File: src/rtl/decode_stage.sv
// MIPS-subset decode stage: valid/ready in, registered control bundle out.
// Define DECODE_STAGE_SCOREBOARD_EN to build the load-use scoreboard and hazard stall.
module decode_stage #(
  parameter int SB_DEPTH = 1,
  parameter int PC_W     = 32
) (
  input  logic            clk,
  input  logic            rst,
  input  logic            flush,
  input  logic            in_valid,
  output logic            in_ready,
  input  logic [31:0]     in_inst,
  input  logic [PC_W-1:0] in_pc,
  output logic            out_valid,
  input  logic            out_ready,
  output logic [PC_W-1:0] out_pc,
  output logic [4:0]      rs,
  output logic [4:0]      rt,
  output logic [4:0]      wreg,
  output logic [3:0]      alu_ctrl,
  output logic [31:0]     imm32,
  output logic [4:0]      shamt,
  output logic [25:0]     jimm,
  output logic [1:0]      pc_src,
  output logic            bne,
  output logic            gpr_we,
  output logic            alu_b_src,
  output logic            dram_we,
  output logic            dram_re,
  output logic [1:0]      wb_src,
  output logic            illegal
);

  logic [5:0]  w_op, w_funct;
  logic [4:0]  w_rs, w_rt, w_wreg;
  logic [3:0]  w_alu_ctrl;
  logic [31:0] w_imm32;
  logic [1:0]  w_pc_src, w_wb_src;
  logic        w_bne, w_gpr_we, w_alu_b_src, w_dram_we, w_dram_re, w_illegal;
  logic        w_use_rs, w_use_rt;
  logic        w_adv, w_hazard, w_accept;

  logic            r_out_valid;
  logic [PC_W-1:0] r_pc;
  logic [4:0]      r_rs, r_rt, r_wreg, r_shamt;
  logic [3:0]      r_alu_ctrl;
  logic [31:0]     r_imm32;
  logic [25:0]     r_jimm;
  logic [1:0]      r_pc_src, r_wb_src;
  logic            r_bne, r_gpr_we, r_alu_b_src, r_dram_we, r_dram_re, r_illegal;

  assign w_op    = in_inst[31:26];
  assign w_funct = in_inst[5:0];
  assign w_rs    = in_inst[25:21];
  assign w_rt    = in_inst[20:16];

  always_comb begin
    w_wreg      = w_rt;
    w_alu_ctrl  = 4'b0000;
    w_imm32     = {{16{in_inst[15]}}, in_inst[15:0]};
    w_pc_src    = 2'b00;
    w_wb_src    = 2'b00;
    w_bne       = 1'b0;
    w_gpr_we    = 1'b1;
    w_alu_b_src = 1'b1;
    w_dram_we   = 1'b0;
    w_dram_re   = 1'b0;
    w_illegal   = 1'b0;
    w_use_rs    = 1'b1;
    w_use_rt    = 1'b0;
    case (w_op)
      6'h00: begin
        w_wreg      = in_inst[15:11];
        w_alu_b_src = 1'b0;
        w_use_rt    = 1'b1;
        case (w_funct)
          6'h20: w_alu_ctrl = 4'b0000;
          6'h21: w_alu_ctrl = 4'b0001;
          6'h22: w_alu_ctrl = 4'b0010;
          6'h23: w_alu_ctrl = 4'b0011;
          6'h24: w_alu_ctrl = 4'b0100;
          6'h25: w_alu_ctrl = 4'b0101;
          6'h26: w_alu_ctrl = 4'b0110;
          6'h27: w_alu_ctrl = 4'b0111;
          6'h2A: w_alu_ctrl = 4'b1010;
          6'h2B: w_alu_ctrl = 4'b1011;
          6'h00: begin w_alu_ctrl = 4'b1100; w_use_rs = 1'b0; end
          6'h02: begin w_alu_ctrl = 4'b1101; w_use_rs = 1'b0; end
          6'h03: begin w_alu_ctrl = 4'b1111; w_use_rs = 1'b0; end
          6'h08: begin w_pc_src = 2'b11; w_gpr_we = 1'b0; end
          default: w_illegal = 1'b1;
        endcase
      end
      6'h02: begin
        w_pc_src = 2'b10; w_gpr_we = 1'b0; w_alu_b_src = 1'b0; w_use_rs = 1'b0;
      end
      6'h03: begin
        w_pc_src = 2'b10; w_wreg = 5'd31; w_wb_src = 2'b10;
        w_alu_b_src = 1'b0; w_use_rs = 1'b0;
      end
      6'h04, 6'h05: begin
        w_pc_src = 2'b01; w_bne = w_op[0]; w_alu_ctrl = 4'b0110;
        w_gpr_we = 1'b0; w_alu_b_src = 1'b0; w_use_rt = 1'b1;
      end
      6'h08: w_alu_ctrl = 4'b0000;
      6'h09: w_alu_ctrl = 4'b0001;
      6'h0A: w_alu_ctrl = 4'b1010;
      6'h0B: w_alu_ctrl = 4'b1011;
      6'h0C: begin w_alu_ctrl = 4'b0100; w_imm32 = {16'h0, in_inst[15:0]}; end
      6'h0D: begin w_alu_ctrl = 4'b0101; w_imm32 = {16'h0, in_inst[15:0]}; end
      6'h0E: begin w_alu_ctrl = 4'b0110; w_imm32 = {16'h0, in_inst[15:0]}; end
      6'h0F: begin
        w_alu_ctrl = 4'b1000; w_imm32 = {in_inst[15:0], 16'h0}; w_use_rs = 1'b0;
      end
      6'h23: begin w_alu_ctrl = 4'b0001; w_dram_re = 1'b1; w_wb_src = 2'b01; end
      6'h2B: begin
        w_alu_ctrl = 4'b0001; w_dram_we = 1'b1; w_gpr_we = 1'b0; w_use_rt = 1'b1;
      end
      default: w_illegal = 1'b1;
    endcase
    // Unknown encodings become a side-effect-free bubble flagged for execute.
    if (w_illegal) begin
      w_gpr_we = 1'b0; w_dram_we = 1'b0; w_dram_re = 1'b0; w_pc_src = 2'b00;
      w_alu_b_src = 1'b0; w_alu_ctrl = 4'b0000; w_wb_src = 2'b00; w_bne = 1'b0;
    end
  end

  assign w_adv    = ~r_out_valid | out_ready;
  assign w_accept = in_valid & in_ready;

`ifdef DECODE_STAGE_SCOREBOARD_EN
  logic w_out_hit_rs, w_out_hit_rt, w_sb_hit_rs, w_sb_hit_rt;

  assign w_out_hit_rs = r_out_valid & r_dram_re & (r_wreg == w_rs);
  assign w_out_hit_rt = r_out_valid & r_dram_re & (r_wreg == w_rt);

  if (SB_DEPTH > 0) begin : g_sb
    logic [SB_DEPTH-1:0] r_sb_valid;
    logic [4:0]          r_sb_reg [SB_DEPTH];
    logic [SB_DEPTH-1:0] w_sb_in_valid;
    logic [4:0]          w_sb_in_reg [SB_DEPTH];
    logic [SB_DEPTH-1:0] w_hit_rs, w_hit_rt;

    for (genvar gi = 0; gi < SB_DEPTH; gi++) begin : g_ent
      if (gi == 0) begin : g_head
        assign w_sb_in_valid[gi] = r_out_valid & r_dram_re;
        assign w_sb_in_reg[gi]   = r_wreg;
      end else begin : g_tail
        assign w_sb_in_valid[gi] = r_sb_valid[gi-1];
        assign w_sb_in_reg[gi]   = r_sb_reg[gi-1];
      end
      assign w_hit_rs[gi] = r_sb_valid[gi] & (r_sb_reg[gi] == w_rs);
      assign w_hit_rt[gi] = r_sb_valid[gi] & (r_sb_reg[gi] == w_rt);
    end

    always_ff @(posedge clk or posedge rst) begin
      if (rst) begin
        r_sb_valid <= '0;
        for (int i = 0; i < SB_DEPTH; i++) r_sb_reg[i] <= 5'd0;
      end else if (flush) begin
        r_sb_valid <= '0;
      end else if (w_adv) begin
        r_sb_valid <= w_sb_in_valid;
        for (int i = 0; i < SB_DEPTH; i++) r_sb_reg[i] <= w_sb_in_reg[i];
      end
    end

    assign w_sb_hit_rs = |w_hit_rs;
    assign w_sb_hit_rt = |w_hit_rt;
  end else begin : g_nosb
    assign w_sb_hit_rs = 1'b0;
    assign w_sb_hit_rt = 1'b0;
  end

  assign w_hazard = (w_use_rs & (w_rs != 5'd0) & (w_out_hit_rs | w_sb_hit_rs)) |
                    (w_use_rt & (w_rt != 5'd0) & (w_out_hit_rt | w_sb_hit_rt));
  assign in_ready = w_adv & ~w_hazard & ~flush;
`else
  localparam int unused_sb_depth = SB_DEPTH;
  logic w_unused;
  assign w_unused = w_use_rs ^ w_use_rt;
  assign w_hazard = 1'b0;
  assign in_ready = w_adv & ~w_hazard & ~flush;
`endif

  always_ff @(posedge clk or posedge rst) begin
    if (rst) begin
      r_out_valid <= 1'b0; r_pc <= '0; r_rs <= 5'd0; r_rt <= 5'd0; r_wreg <= 5'd0;
      r_alu_ctrl <= 4'd0; r_imm32 <= 32'd0; r_shamt <= 5'd0; r_jimm <= 26'd0;
      r_pc_src <= 2'd0; r_bne <= 1'b0; r_gpr_we <= 1'b0; r_alu_b_src <= 1'b0;
      r_dram_we <= 1'b0; r_dram_re <= 1'b0; r_wb_src <= 2'd0; r_illegal <= 1'b0;
    end else if (flush) begin
      r_out_valid <= 1'b0;
    end else if (w_accept) begin
      r_out_valid <= 1'b1; r_pc <= in_pc; r_rs <= w_rs; r_rt <= w_rt; r_wreg <= w_wreg;
      r_alu_ctrl <= w_alu_ctrl; r_imm32 <= w_imm32; r_shamt <= in_inst[10:6];
      r_jimm <= in_inst[25:0]; r_pc_src <= w_pc_src; r_bne <= w_bne;
      r_gpr_we <= w_gpr_we; r_alu_b_src <= w_alu_b_src; r_dram_we <= w_dram_we;
      r_dram_re <= w_dram_re; r_wb_src <= w_wb_src; r_illegal <= w_illegal;
    end else if (w_adv) begin
      r_out_valid <= 1'b0;
    end
  end

  assign out_valid = r_out_valid;
  assign out_pc    = r_pc;
  assign rs        = r_rs;
  assign rt        = r_rt;
  assign wreg      = r_wreg;
  assign alu_ctrl  = r_alu_ctrl;
  assign imm32     = r_imm32;
  assign shamt     = r_shamt;
  assign jimm      = r_jimm;
  assign pc_src    = r_pc_src;
  assign bne       = r_bne;
  assign gpr_we    = r_gpr_we;
  assign alu_b_src = r_alu_b_src;
  assign dram_we   = r_dram_we;
  assign dram_re   = r_dram_re;
  assign wb_src    = r_wb_src;
  assign illegal   = r_illegal;

endmodule

File: config.mk
export PLATFORM = sky130hd
export DESIGN_NAME = decode_stage
export DESIGN_NICKNAME = d
export VERILOG_FILES = /design/src/rtl/decode_stage.sv
export SDC_FILE = /design/constraint.sdc
export NUM_CORES = 1
export LEC_CHECK = 0
export BUFFER_PORTS_ARGS = -buffer_cell sky130_fd_sc_hd__buf_2
export CORE_MARGIN = 5
export CORE_UTILIZATION = 48
export CTS_CLUSTER_DIAMETER = 50
export DETAILED_ROUTE_END_ITERATION = 8
export PLACE_DENSITY = 0.88
export SYNTH_ARGS = -nofsm -noshare
export SYNTH_HDL_FRONTEND = slang
export SYNTH_SLANG_ARGS = --single-unit
export TNS_END_PERCENT = 50
File: constraint.sdc
create_clock -name clk -period 4.8 [get_ports clk]
set_input_delay 0.96 -clock clk [delete_from_list [all_inputs] [get_ports clk]]
set_output_delay 0.96 -clock clk [all_outputs]
set_load 0.005 [all_outputs]
==> summary.md <==
| Metric | Value |
|---|---|
| Ratio of cells with drive above 1 in the final layout | `32.3%` |
| CP max FO | `108` |
| Worst Hold End | `out_pc[30]` |
| Hold_sp | `out_pc[30]` |
| Max-cap viol count | `0` |
| Setup crit start | `flush` |
| Synth async-reset ratio | `100%` |
| CTS sink cnt | `110` |
| Inst Count DP | `798` |
| # fillers | `854` |
| DRC violations left | `0` |
| Post-synth cell types | `39` |
| Grt met3 use | `6.45%` |
| Crit path DAT | `2980 ps` |
| Fin nets | `745` |
| Min Tclk post-route | `2680 ps` |
| CTS max path bufs | `2` |
| Peak supply drop | `0.000161 V` |
| Synth Instances | `515` |
| Worst-margin pin slew | `1150 ps` |
| Hold Path Stages | `2` |
| Required time of the critical path | `5100 ps` |
| Reg2Reg Launch Point | `out_valid` |
| Initial core utilization | `48.7%` |
| Post-CTS Hold Buffers | `0` |
| Mapped Nets | `584` |
| Max-slew violation count | `0` |
| TritonCTS Buffers | `9` |
| Yosys Warn Count | `0` |
| GPL Wtd Cong | `0.807` |
| CTS tree | `yes` |
| Leakage | `3.22 nW` |
| Post-synthesis sequential area ratio | `58.7%` |
| Post-route ant nets | `0` |
| Worst r2r path cells | `5` |
| Hold crit path type | `reg2reg` |
| Routed vias | `4180` |
| Pwr/cell area | `356 mW/mm²` |
| Boundary Pins | `195` |
| Kind of critical path | `in2reg` |
| Grt ovf | `0` |
| Met1 GRT Util | `26.3%` |
| Crit path launch type | `input pin` |
| Clock Skew | `8.62 ps` |
| Post-synth EDFFs | `0` |
| Synth Cell Area | `0.00469 mm²` |
| Rows | `36` |
| Hold Violations, Final | `0` |
| Synth Flop Type | `dfrtp_1` |
| DIE AREA | `0.0118 mm²` |
| RSZ-0062 raised after global routing | `no` |
| CTS resizes | `0` |
| Vias in the first global route | `4068` |
| Crit end category | `flip-flop` |
| Commonest non-fill, non-tap cells in the layout | `nand2_1 (202), buf_2 (194), dfrtp_1 (110), o21ai_0 (42)` |
| Reg-to-reg setup timing slack | `2560 ps` |
| Routing usage on met2 | `36.3%` |
| ANT cells | `0` |
| WL/cell | `15.7 µm` |
| PortBufs | `194` |
| Commonest non-fill, non-tap cell in the layout | `nand2_1` |
| DRT Pass-1 Iters | `7` |
| Final TNS setup | `0 ps` |
| GR Util All Layers | `21.1%` |
| Root Driver | `clkbuf_8` |
| Clk_lat worst skew | `370 ps` |
| Fmax | `373 MHz` |
| Post-Layout Cell Count | `814` |
| Reg2reg end | `gpr_we` |
| DIE WIDTH | `109 µm` |
| Area Overhead vs Synth | `23.7%` |
| Syn Area/Cell | `9.11 µm²` |
| Vias per Instance | `5.14` |
| Rel. slew slack | `23.3%` |
| Post-CTS setup buffers | `0` |
| Outcome | `complete, no violations` |
| Chip Height | `109 µm` |
| Most used routing layer | `met2` |
| Largest net degree at the start of global routing | `109` |
| First-pass GRT wire length | `19700 µm` |
| # H-tree levels | `3` |
| Worst-path clk slew | `90 ps` |
| Dpl hpwl | `9340 µm` |
| Core ar. | `0.00964 mm²` |
| # setup viols final | `0` |
| Yosys reg bits | `110` |
| Final critical-path share of the clock period | `55.8%` |
| Initial antenna violation count | `0` |
| Initial DRC Count | `343` |
| Post-Route WL | `12800 µm` |
[Yosys cell counts (3+ instances only)]
library cell    n  share of area [%]
clkbuf_1       21                1.7
dfrtp_1       110                 59
a31oi_1         3               0.40
nor2b_1         3               0.40
nand3_1         4               0.43
o21ai_0        42                4.5
buf_2           6               0.64
nand2_1       203                 16
buf_4          16                2.6
inv_1           8               0.64
mux2i_1         5                1.1
o22ai_1         5               0.67
a21oi_1        23                2.5
nor2_1         23                1.8
a22o_1          4               0.75
a32o_1          9                1.9
nor3_1          3               0.32
[flip-flops by register name, summed over array words and instances (netlist names), 2 cells and up]
register / cells
pc_src: 2
out_pc: 32
shamt: 4
wreg: 5
wb_src: 2
rs: 5
rt: 4
imm32: 32
alu_ctrl: 4
jimm: 13
[worst max-delay path, stage by stage]
cell,delay [ps]
buf_2,110
nor2b_1,220
nand2_4,600
nor2_1,280
o2111a_1,520
a32o_1,250
[routing by layer]
layer  vias to the layer above  wire length (µm)
li1                       1997                 -
met1                      2012              5210
met4                         0               104
met5                         -                 0
met3                        11              1110
met2                       160              6350
[power breakdown]
group	internal [mW]	leakage (nW)	total, mW	switching (mW)
Combinational	0.176	1.75	0.401	0.225
Clock	0.233	0.0950	0.544	0.311
Sequential	1.05	1.37	1.12	0.0710
[kinds of logic (layout without fill, tap and decap cells)]
| family | count (synthesis) | after routing | synth area share [%] |
|---|---|---|---|
| AOI/OAI and AO/OA | 96 | 96 | 12.6 |
| xor gates and xnor gates | 1 | 1 | 0.187 |
| buffers and inverters | 54 | 220 | 5.92 |
| DFF | 110 | 110 | 58.7 |
| muxes | 5 | 5 | 1.07 |
| and+or+nand+nor | 249 | 249 | 21.5 |
[area by class of cell]
| cell class | instances | area (µm²) | area share [%] |
|---|---|---|---|
| well taps | 133 | 166 | 2.87 |
| inverters | 8 | 32.5 | 0.561 |
| clock buffers | 12 | 165 | 2.85 |
| repair buffers | 196 | 986 | 17.0 |
| multi-input cells | 351 | 1670 | 28.8 |
| flip-flops and latches | 110 | 2750 | 47.5 |
| clock inverters | 4 | 28.8 | 0.496 |
[stage by stage]
step                      area [µm²]  hold WS, ps  util [%]  worst slack [ps]  power [mW]
final                           5800          476      60.2              2120        2.06
after floorplan                 4690          470         -               938        1.33
after detailed placement        5610          457      58.2              1740        1.55
after CTS                       5800          480      60.2              2130        2.08
after global routing            5800          499      60.2              1970        2.18
after global placement          5610          453      58.2              1850        1.52
[worst max-delay path by stage]
stage                             end  slack [ps]  depth (start not counted)
after detailed placement  alu_ctrl[2]        1740                          6
after floorplan             alu_b_src         940                          1
after global placement        dram_we        1850                          6
after global routing      alu_ctrl[0]        1970                          6
after CTS                      gpr_we        2130                          6
final                          gpr_we        2120                          6
No activity file was read; power rests on OpenSTA's default activity.
